--- src/rtl/id_ex_stage_if.sv ---
// id_ex_stage_if: decode-to-execute bundle between ID, the ID/EX register and EX.
//   id_*           decode-stage bundle presented to the ID/EX register
//   flush          taken branch/jump resolved in EX; kill the ID instruction
//   ex_stall       EX/MEM cannot accept; hold the ID/EX register
//   ex_*           registered bundle driven into EX
//   stall_upstream hold PC and IF/ID this cycle
//   bubble_count   saturating count of inserted load-use bubbles
// master: the surrounding pipeline (drives id_*, flush, ex_stall)
// slave : id_ex_stage (drives ex_*, stall_upstream, bubble_count)
interface id_ex_stage_if;
  logic        id_valid;
  logic [31:0] id_pc_plus4;
  logic [31:0] id_rs_data;
  logic [31:0] id_rt_data;
  logic [31:0] id_imm;
  logic [4:0]  id_rs;
  logic [4:0]  id_rt;
  logic [4:0]  id_rd;
  logic        id_uses_rs;
  logic        id_uses_rt;
  logic [3:0]  id_alu_op;
  logic        id_alu_src;
  logic        id_reg_dst;
  logic        id_reg_write;
  logic        id_mem_read;
  logic        id_mem_write;
  logic        id_mem_to_reg;
  logic        flush;
  logic        ex_stall;

  logic        ex_valid;
  logic [31:0] ex_pc_plus4;
  logic [31:0] ex_rs_data;
  logic [31:0] ex_rt_data;
  logic [31:0] ex_imm;
  logic [4:0]  ex_rs;
  logic [4:0]  ex_rt;
  logic [4:0]  ex_dest;
  logic [3:0]  ex_alu_op;
  logic        ex_alu_src;
  logic        ex_reg_write;
  logic        ex_mem_read;
  logic        ex_mem_write;
  logic        ex_mem_to_reg;
  logic        stall_upstream;
  logic [15:0] bubble_count;

  modport master (
    output id_valid, id_pc_plus4, id_rs_data, id_rt_data, id_imm, id_rs, id_rt, id_rd,
           id_uses_rs, id_uses_rt, id_alu_op, id_alu_src, id_reg_dst, id_reg_write,
           id_mem_read, id_mem_write, id_mem_to_reg, flush, ex_stall,
    input  ex_valid, ex_pc_plus4, ex_rs_data, ex_rt_data, ex_imm, ex_rs, ex_rt, ex_dest,
           ex_alu_op, ex_alu_src, ex_reg_write, ex_mem_read, ex_mem_write, ex_mem_to_reg,
           stall_upstream, bubble_count
  );

  modport slave (
    input  id_valid, id_pc_plus4, id_rs_data, id_rt_data, id_imm, id_rs, id_rt, id_rd,
           id_uses_rs, id_uses_rt, id_alu_op, id_alu_src, id_reg_dst, id_reg_write,
           id_mem_read, id_mem_write, id_mem_to_reg, flush, ex_stall,
    output ex_valid, ex_pc_plus4, ex_rs_data, ex_rt_data, ex_imm, ex_rs, ex_rt, ex_dest,
           ex_alu_op, ex_alu_src, ex_reg_write, ex_mem_read, ex_mem_write, ex_mem_to_reg,
           stall_upstream, bubble_count
  );
endinterface

--- src/rtl/id_ex_stage.sv ---
// id_ex_stage: ID/EX pipeline register with load-use hazard detection.
//   clk  pipeline clock (rising edge)
//   rst  asynchronous active-high reset
//   bus  id_ex_stage_if.slave: ID bundle in, EX bundle / stall_upstream /
//        bubble_count out
// Edge priority: rst > flush (bubble) > ex_stall (hold) > load_use (bubble,
// count++) > capture ID (bubble when id_valid = 0).
module id_ex_stage (
  input logic         clk,
  input logic         rst,
  id_ex_stage_if.slave bus
);

  typedef struct packed {
    logic        valid;
    logic [31:0] pc_plus4;
    logic [31:0] rs_data;
    logic [31:0] rt_data;
    logic [31:0] imm;
    logic [4:0]  rs;
    logic [4:0]  rt;
    logic [4:0]  dest;
    logic [3:0]  alu_op;
    logic        alu_src;
    logic        reg_write;
    logic        mem_read;
    logic        mem_write;
    logic        mem_to_reg;
  } ex_bundle_t;

  ex_bundle_t  ex_q;
  ex_bundle_t  id_bundle;
  logic [15:0] count_q;
  logic        load_use;

  // An invalid ID slot is captured as an all-zero bubble.
  always_comb begin
    id_bundle = '0;
    if (bus.id_valid) begin
      id_bundle.valid      = 1'b1;
      id_bundle.pc_plus4   = bus.id_pc_plus4;
      id_bundle.rs_data    = bus.id_rs_data;
      id_bundle.rt_data    = bus.id_rt_data;
      id_bundle.imm        = bus.id_imm;
      id_bundle.rs         = bus.id_rs;
      id_bundle.rt         = bus.id_rt;
      id_bundle.dest       = bus.id_reg_dst ? bus.id_rd : bus.id_rt;
      id_bundle.alu_op     = bus.id_alu_op;
      id_bundle.alu_src    = bus.id_alu_src;
      id_bundle.reg_write  = bus.id_reg_write;
      id_bundle.mem_read   = bus.id_mem_read;
      id_bundle.mem_write  = bus.id_mem_write;
      id_bundle.mem_to_reg = bus.id_mem_to_reg;
    end
  end

  // $zero is never a hazard source.
  always_comb begin
    load_use = ex_q.valid && ex_q.mem_read && ex_q.reg_write && (ex_q.dest != 5'd0) &&
               bus.id_valid &&
               ((bus.id_uses_rs && (bus.id_rs == ex_q.dest)) ||
                (bus.id_uses_rt && (bus.id_rt == ex_q.dest)));
  end

  always_ff @(posedge clk or posedge rst) begin
    if (rst) begin
      ex_q    <= '0;
      count_q <= '0;
    end else if (bus.flush) begin
      ex_q <= '0;
    end else if (bus.ex_stall) begin
      ex_q <= ex_q;
    end else if (load_use) begin
      ex_q <= '0;
      if (count_q != '1) count_q <= count_q + 16'd1;
    end else begin
      ex_q <= id_bundle;
    end
  end

  assign bus.stall_upstream = ~bus.flush & (bus.ex_stall | load_use);
  assign bus.bubble_count   = count_q;

  assign bus.ex_valid      = ex_q.valid;
  assign bus.ex_pc_plus4   = ex_q.pc_plus4;
  assign bus.ex_rs_data    = ex_q.rs_data;
  assign bus.ex_rt_data    = ex_q.rt_data;
  assign bus.ex_imm        = ex_q.imm;
  assign bus.ex_rs         = ex_q.rs;
  assign bus.ex_rt         = ex_q.rt;
  assign bus.ex_dest       = ex_q.dest;
  assign bus.ex_alu_op     = ex_q.alu_op;
  assign bus.ex_alu_src    = ex_q.alu_src;
  assign bus.ex_reg_write  = ex_q.reg_write;
  assign bus.ex_mem_read   = ex_q.mem_read;
  assign bus.ex_mem_write  = ex_q.mem_write;
  assign bus.ex_mem_to_reg = ex_q.mem_to_reg;

endmodule

--- src/flat_wrapper.sv ---
// flat-port wrapper written by rule: the top's interface ports become plain ports
module id_ex_stage_flat 
  (clk, rst, bus_id_valid, bus_id_pc_plus4, bus_id_rs_data, bus_id_rt_data, bus_id_imm, bus_id_rs, bus_id_rt, bus_id_rd, bus_id_uses_rs, bus_id_uses_rt, bus_id_alu_op, bus_id_alu_src, bus_id_reg_dst, bus_id_reg_write, bus_id_mem_read, bus_id_mem_write, bus_id_mem_to_reg, bus_flush, bus_ex_stall, bus_ex_valid, bus_ex_pc_plus4, bus_ex_rs_data, bus_ex_rt_data, bus_ex_imm, bus_ex_rs, bus_ex_rt, bus_ex_dest, bus_ex_alu_op, bus_ex_alu_src, bus_ex_reg_write, bus_ex_mem_read, bus_ex_mem_write, bus_ex_mem_to_reg, bus_stall_upstream, bus_bubble_count);
  id_ex_stage_if bus_i ();
  input logic clk;
  input logic rst;
  input wire logic [$bits(bus_i.id_valid)-1:0] bus_id_valid;
  input wire logic [$bits(bus_i.id_pc_plus4)-1:0] bus_id_pc_plus4;
  input wire logic [$bits(bus_i.id_rs_data)-1:0] bus_id_rs_data;
  input wire logic [$bits(bus_i.id_rt_data)-1:0] bus_id_rt_data;
  input wire logic [$bits(bus_i.id_imm)-1:0] bus_id_imm;
  input wire logic [$bits(bus_i.id_rs)-1:0] bus_id_rs;
  input wire logic [$bits(bus_i.id_rt)-1:0] bus_id_rt;
  input wire logic [$bits(bus_i.id_rd)-1:0] bus_id_rd;
  input wire logic [$bits(bus_i.id_uses_rs)-1:0] bus_id_uses_rs;
  input wire logic [$bits(bus_i.id_uses_rt)-1:0] bus_id_uses_rt;
  input wire logic [$bits(bus_i.id_alu_op)-1:0] bus_id_alu_op;
  input wire logic [$bits(bus_i.id_alu_src)-1:0] bus_id_alu_src;
  input wire logic [$bits(bus_i.id_reg_dst)-1:0] bus_id_reg_dst;
  input wire logic [$bits(bus_i.id_reg_write)-1:0] bus_id_reg_write;
  input wire logic [$bits(bus_i.id_mem_read)-1:0] bus_id_mem_read;
  input wire logic [$bits(bus_i.id_mem_write)-1:0] bus_id_mem_write;
  input wire logic [$bits(bus_i.id_mem_to_reg)-1:0] bus_id_mem_to_reg;
  input wire logic [$bits(bus_i.flush)-1:0] bus_flush;
  input wire logic [$bits(bus_i.ex_stall)-1:0] bus_ex_stall;
  output wire logic [$bits(bus_i.ex_valid)-1:0] bus_ex_valid;
  output wire logic [$bits(bus_i.ex_pc_plus4)-1:0] bus_ex_pc_plus4;
  output wire logic [$bits(bus_i.ex_rs_data)-1:0] bus_ex_rs_data;
  output wire logic [$bits(bus_i.ex_rt_data)-1:0] bus_ex_rt_data;
  output wire logic [$bits(bus_i.ex_imm)-1:0] bus_ex_imm;
  output wire logic [$bits(bus_i.ex_rs)-1:0] bus_ex_rs;
  output wire logic [$bits(bus_i.ex_rt)-1:0] bus_ex_rt;
  output wire logic [$bits(bus_i.ex_dest)-1:0] bus_ex_dest;
  output wire logic [$bits(bus_i.ex_alu_op)-1:0] bus_ex_alu_op;
  output wire logic [$bits(bus_i.ex_alu_src)-1:0] bus_ex_alu_src;
  output wire logic [$bits(bus_i.ex_reg_write)-1:0] bus_ex_reg_write;
  output wire logic [$bits(bus_i.ex_mem_read)-1:0] bus_ex_mem_read;
  output wire logic [$bits(bus_i.ex_mem_write)-1:0] bus_ex_mem_write;
  output wire logic [$bits(bus_i.ex_mem_to_reg)-1:0] bus_ex_mem_to_reg;
  output wire logic [$bits(bus_i.stall_upstream)-1:0] bus_stall_upstream;
  output wire logic [$bits(bus_i.bubble_count)-1:0] bus_bubble_count;
  assign bus_i.id_valid = bus_id_valid;
  assign bus_i.id_pc_plus4 = bus_id_pc_plus4;
  assign bus_i.id_rs_data = bus_id_rs_data;
  assign bus_i.id_rt_data = bus_id_rt_data;
  assign bus_i.id_imm = bus_id_imm;
  assign bus_i.id_rs = bus_id_rs;
  assign bus_i.id_rt = bus_id_rt;
  assign bus_i.id_rd = bus_id_rd;
  assign bus_i.id_uses_rs = bus_id_uses_rs;
  assign bus_i.id_uses_rt = bus_id_uses_rt;
  assign bus_i.id_alu_op = bus_id_alu_op;
  assign bus_i.id_alu_src = bus_id_alu_src;
  assign bus_i.id_reg_dst = bus_id_reg_dst;
  assign bus_i.id_reg_write = bus_id_reg_write;
  assign bus_i.id_mem_read = bus_id_mem_read;
  assign bus_i.id_mem_write = bus_id_mem_write;
  assign bus_i.id_mem_to_reg = bus_id_mem_to_reg;
  assign bus_i.flush = bus_flush;
  assign bus_i.ex_stall = bus_ex_stall;
  assign bus_ex_valid = bus_i.ex_valid;
  assign bus_ex_pc_plus4 = bus_i.ex_pc_plus4;
  assign bus_ex_rs_data = bus_i.ex_rs_data;
  assign bus_ex_rt_data = bus_i.ex_rt_data;
  assign bus_ex_imm = bus_i.ex_imm;
  assign bus_ex_rs = bus_i.ex_rs;
  assign bus_ex_rt = bus_i.ex_rt;
  assign bus_ex_dest = bus_i.ex_dest;
  assign bus_ex_alu_op = bus_i.ex_alu_op;
  assign bus_ex_alu_src = bus_i.ex_alu_src;
  assign bus_ex_reg_write = bus_i.ex_reg_write;
  assign bus_ex_mem_read = bus_i.ex_mem_read;
  assign bus_ex_mem_write = bus_i.ex_mem_write;
  assign bus_ex_mem_to_reg = bus_i.ex_mem_to_reg;
  assign bus_stall_upstream = bus_i.stall_upstream;
  assign bus_bubble_count = bus_i.bubble_count;
  id_ex_stage u_core (.clk(clk), .rst(rst), .bus(bus_i));
endmodule
--- config.mk ---
export PLATFORM = sky130hd
export DESIGN_NAME = id_ex_stage_flat
export DESIGN_NICKNAME = d
export VERILOG_FILES = /design/src/rtl/id_ex_stage_if.sv /design/src/rtl/id_ex_stage.sv /design/src/flat_wrapper.sv
export SDC_FILE = /design/constraint.sdc
export NUM_CORES = 1
export LEC_CHECK = 0
export CAP_MARGIN = 30
export CORE_ASPECT_RATIO = 1.25
export CORE_UTILIZATION = 38
export DETAILED_ROUTE_END_ITERATION = 8
export MAX_ROUTING_LAYER = met4
export PLACE_DENSITY = 0.77
export SETUP_SLACK_MARGIN = 0.4
export SYNTH_ARGS = -nofsm -noshare
export SYNTH_HDL_FRONTEND = slang
export SYNTH_SLANG_ARGS = --single-unit
--- constraint.sdc ---
create_clock -name clk -period 12.05 [get_ports clk]
set_clock_uncertainty 0.1 [all_clocks]
set_input_delay 3.0125 -clock clk [delete_from_list [all_inputs] [get_ports clk]]
set_output_delay 3.0125 -clock clk [all_outputs]
set_load 0.01 [all_outputs]
==> impl_metrics.csv <==
group,metric,value,unit
sta,slew-limit-headroom,38.2,%
placed_design,placed_cells,957,
job,cap_violations,0,
cts,cts_resized,0,
final_layout,final_common_cell,"clkdlybuf4s50_1",
cts,postCtsSetupBuffers,0,
sta,max_freq,119,MHz
grt,grt_pass1_vias,5566,
cts,clk_pin_slew,0.06,ns
placed_design,dp_slack,3.68,ns
logic_synthesis,synth_edf_count,0,
floorplanning,ios,330,
logic_synthesis,ys_types,27,
setup_path,crit_fanout,17,
grt,grt_max_degree,89,
setup_path,max_stage_delay,0.67,ns
sta,post-route-min-period,8.41,ns
sta,setup_ws,3.64,ns
hold_path,min_from,"u_core.bus.ex_rt_data[24]",
power_and_ir_drop,p_leak,4.58,nW
logic_synthesis,synth_warnings,0,
setup_path,start_kind,"primary input",
sta,final-setup-viol-count,0,
sta,tightest_slew,0.928,ns
final_layout,finalNetCount,921,
setup_path,r2r_start,"u_core.bus.ex_dest[3]",
logic_synthesis,ys_ff_latch,169,
detailed_routing,vias,5241,
cts,clock_latency,0.42,ns
cts,clock_path_buffers,2,
final_layout,drive_gt1_share,5.83,%
sta,rsz0062_at_grt,"false",
sta,hold_viol_final,0,
floorplanning,die-area,17300,µm²
final_layout,syn_to_final_growth,63.5,%
setup_path,cp_cell_sequence,"clkdlybuf4s50_1, xnor2_1, nand4_1, o22ai_2, a21oi_1, nor2_1, clkdlybuf4s50_1",
detailed_routing,routed_wl,19400,µm
setup_path,cp-startpoint,"bus_id_rt[0]",
floorplanning,rows,52,
floorplanning,start_util,39.0,%
floorplanning,dieWidth,118,µm
detailed_routing,dr.first_iter.drc_count,303,
cts,htree_levels,4,
logic_synthesis,yosysSeqAreaShare,66.3,%
grt,grt-ovfl-total,0,
logic_synthesis,synth_area_leaders,"dfrtp_1 (66%), a22o_1 (21%), xnor2_1 (3.4%)",
placed_design,place_area,9820,µm²
final_layout,design_area,10400,µm²
logic_synthesis,synthCells,440,
final_layout,mostFrequentLayoutCells,"clkdlybuf4s50_1 (329), dfrtp_1 (169), a22o_1 (152)",
sta,min_period_over_period,69.8,%
setup_path,critPathKind,"in -> out",
grt,grt.total_usage,23.6,%
final_layout,finalNonFillerCells,988,
grt,grt_pass1_wl,30700,µm
power_and_ir_drop,totalPowerFinal,0.00132,W
logic_synthesis,synth-main-ff-cell,"dfrtp_1",
grt,antenna_found_initial,0,
final_layout,multi_input_area,1960,µm²
floorplanning,die_h,147,µm
final_layout,antenna_cells,0,
detailed_routing,dr.pass1.iters,5,
detailed_routing,drc,0,
cts,cts_buffers,17,
cts,cts_tree,"yes",
detailed_routing,postRouteAntennaNets,0,
logic_synthesis,synth_top_area_cell,"dfrtp_1",
setup_path,cpMostUsedCell,"clkdlybuf4s50_1",
logic_synthesis,async_flop_share,100,%
logic_synthesis,avgSynthCellArea,14.5,µm²
final_layout,num-fill-cells,1236,
floorplanning,core-area,16300,µm²
sta,slew_violations,0,
logic_synthesis,synthDominantCellAreaShare,66.3,%
cts,clockRootBuffer,"clkbuf_16",
detailed_routing,wl_per_cell,19.6,µm
logic_synthesis,synth_area,6380,µm²
power_and_ir_drop,peakVddDrop,0.0000872,V
placed_design,gp_congestion,0.885,
sta,tns,0,ns
setup_path,cp_slowest_cell,"o22ai_2",
placed_design,post-dp-hpwl,13700,µm
run_status,status,"completed",
final_layout,regArea,4230,µm²
power_and_ir_drop,power.density,127,nW/µm²
logic_synthesis,syn-num-nets,601,
setup_path,cp-end-kind,"output pin",
cts,cts.sinks,169,
placed_design,io_buffers,329,
hold_path,min_path_type,"reg -> reg",
setup_path,crit_arrival,5.30,ns
detailed_routing,via_per_inst,5.30,
setup_path,required,8.94,ns
cts,cts-hold-fix-buffers,0,
## where the power goes
part	switching, W	internal [W]	total [W]	leakage [nW]
sequential	0.0000131	0.000587	0.000600	2.31
clock	0.000223	0.000337	0.000560	0.286
combinational	0.0000634	0.0000969	0.000160	1.99
## Yosys cell counts (4+ instances only)
master / n
nand3_1: 8
and4_1: 4
buf_6: 7
nand4_1: 9
clkbuf_1: 18
and3_1: 7
nand2_1: 7
a22o_1: 152
dfrtp_1: 169
mux2_2: 6
xnor2_1: 25
buf_2: 8
## per-layer routing
metal | GRT usage (%) | share of wire (%) | up-vias
li1 | - | - | 2329
met1 | 27.5 | 39 | 2640
met2 | 39.4 | 52 | 232
met3 | 5.75 | 5.9 | 40
met4 | 8.72 | 2.7 | 0
met5 | - | 0 | -
## layout make-up
cell class / count / area share [%]
clock buffer: 21 / 4.42
clock inverter: 10 / 1.38
inverter: 1 / 0.0840
timing repair buffer: 335 / 32.2
tap: 216 / 2.59
sequential: 169 / 40.6
multi-input combinational: 236 / 18.8
## path summary, 6_finish.rpt
check | slack (ns) | endpoint | depth (start not counted)
setup / recovery | 3.64 | bus_stall_upstream | 7
hold / removal | 0.40 | u_core.bus.ex_rt_data[24] | 1
setup reg to reg | 9.34 | u_core.bus.ex_pc_plus4[12] | 5
hold reg to reg | 0.40 | u_core.bus.ex_rt_data[24] | 1
max in group asynchronous | 7.62 | u_core.bus.ex_rt_data[20] | 4
min in group asynchronous | 2.99 | u_core.bus.ex_imm[11] | 2
## through the flow
stage | hold WS (ns) | utilization, %
floorplan | 0.419 | -
global placement | 0.385 | 60.0
detailed placement | 0.390 | 60.2
CTS | 0.401 | 63.9
global route | 0.417 | 63.9
finish | 0.403 | 63.9
## critical path: cells and delay by family
kind,cells,cell delay (ns)
compound gates,2,0.81
simple gates,2,0.27
xor+xnor,1,0.14
buf+inv,2,1.07
## kinds of logic after synthesis
group | synth area share, %
adder cells (fa/ha/maj) | 0.196
AO/OA/AOI/OAI | 21.9
buffers and inverters | 3.10
XOR/XNOR | 3.43
flip-flops | 66.3
AND/OR/NAND/NOR | 4.00
multiplexers | 1.06
(Power assumes the default switching activity.)
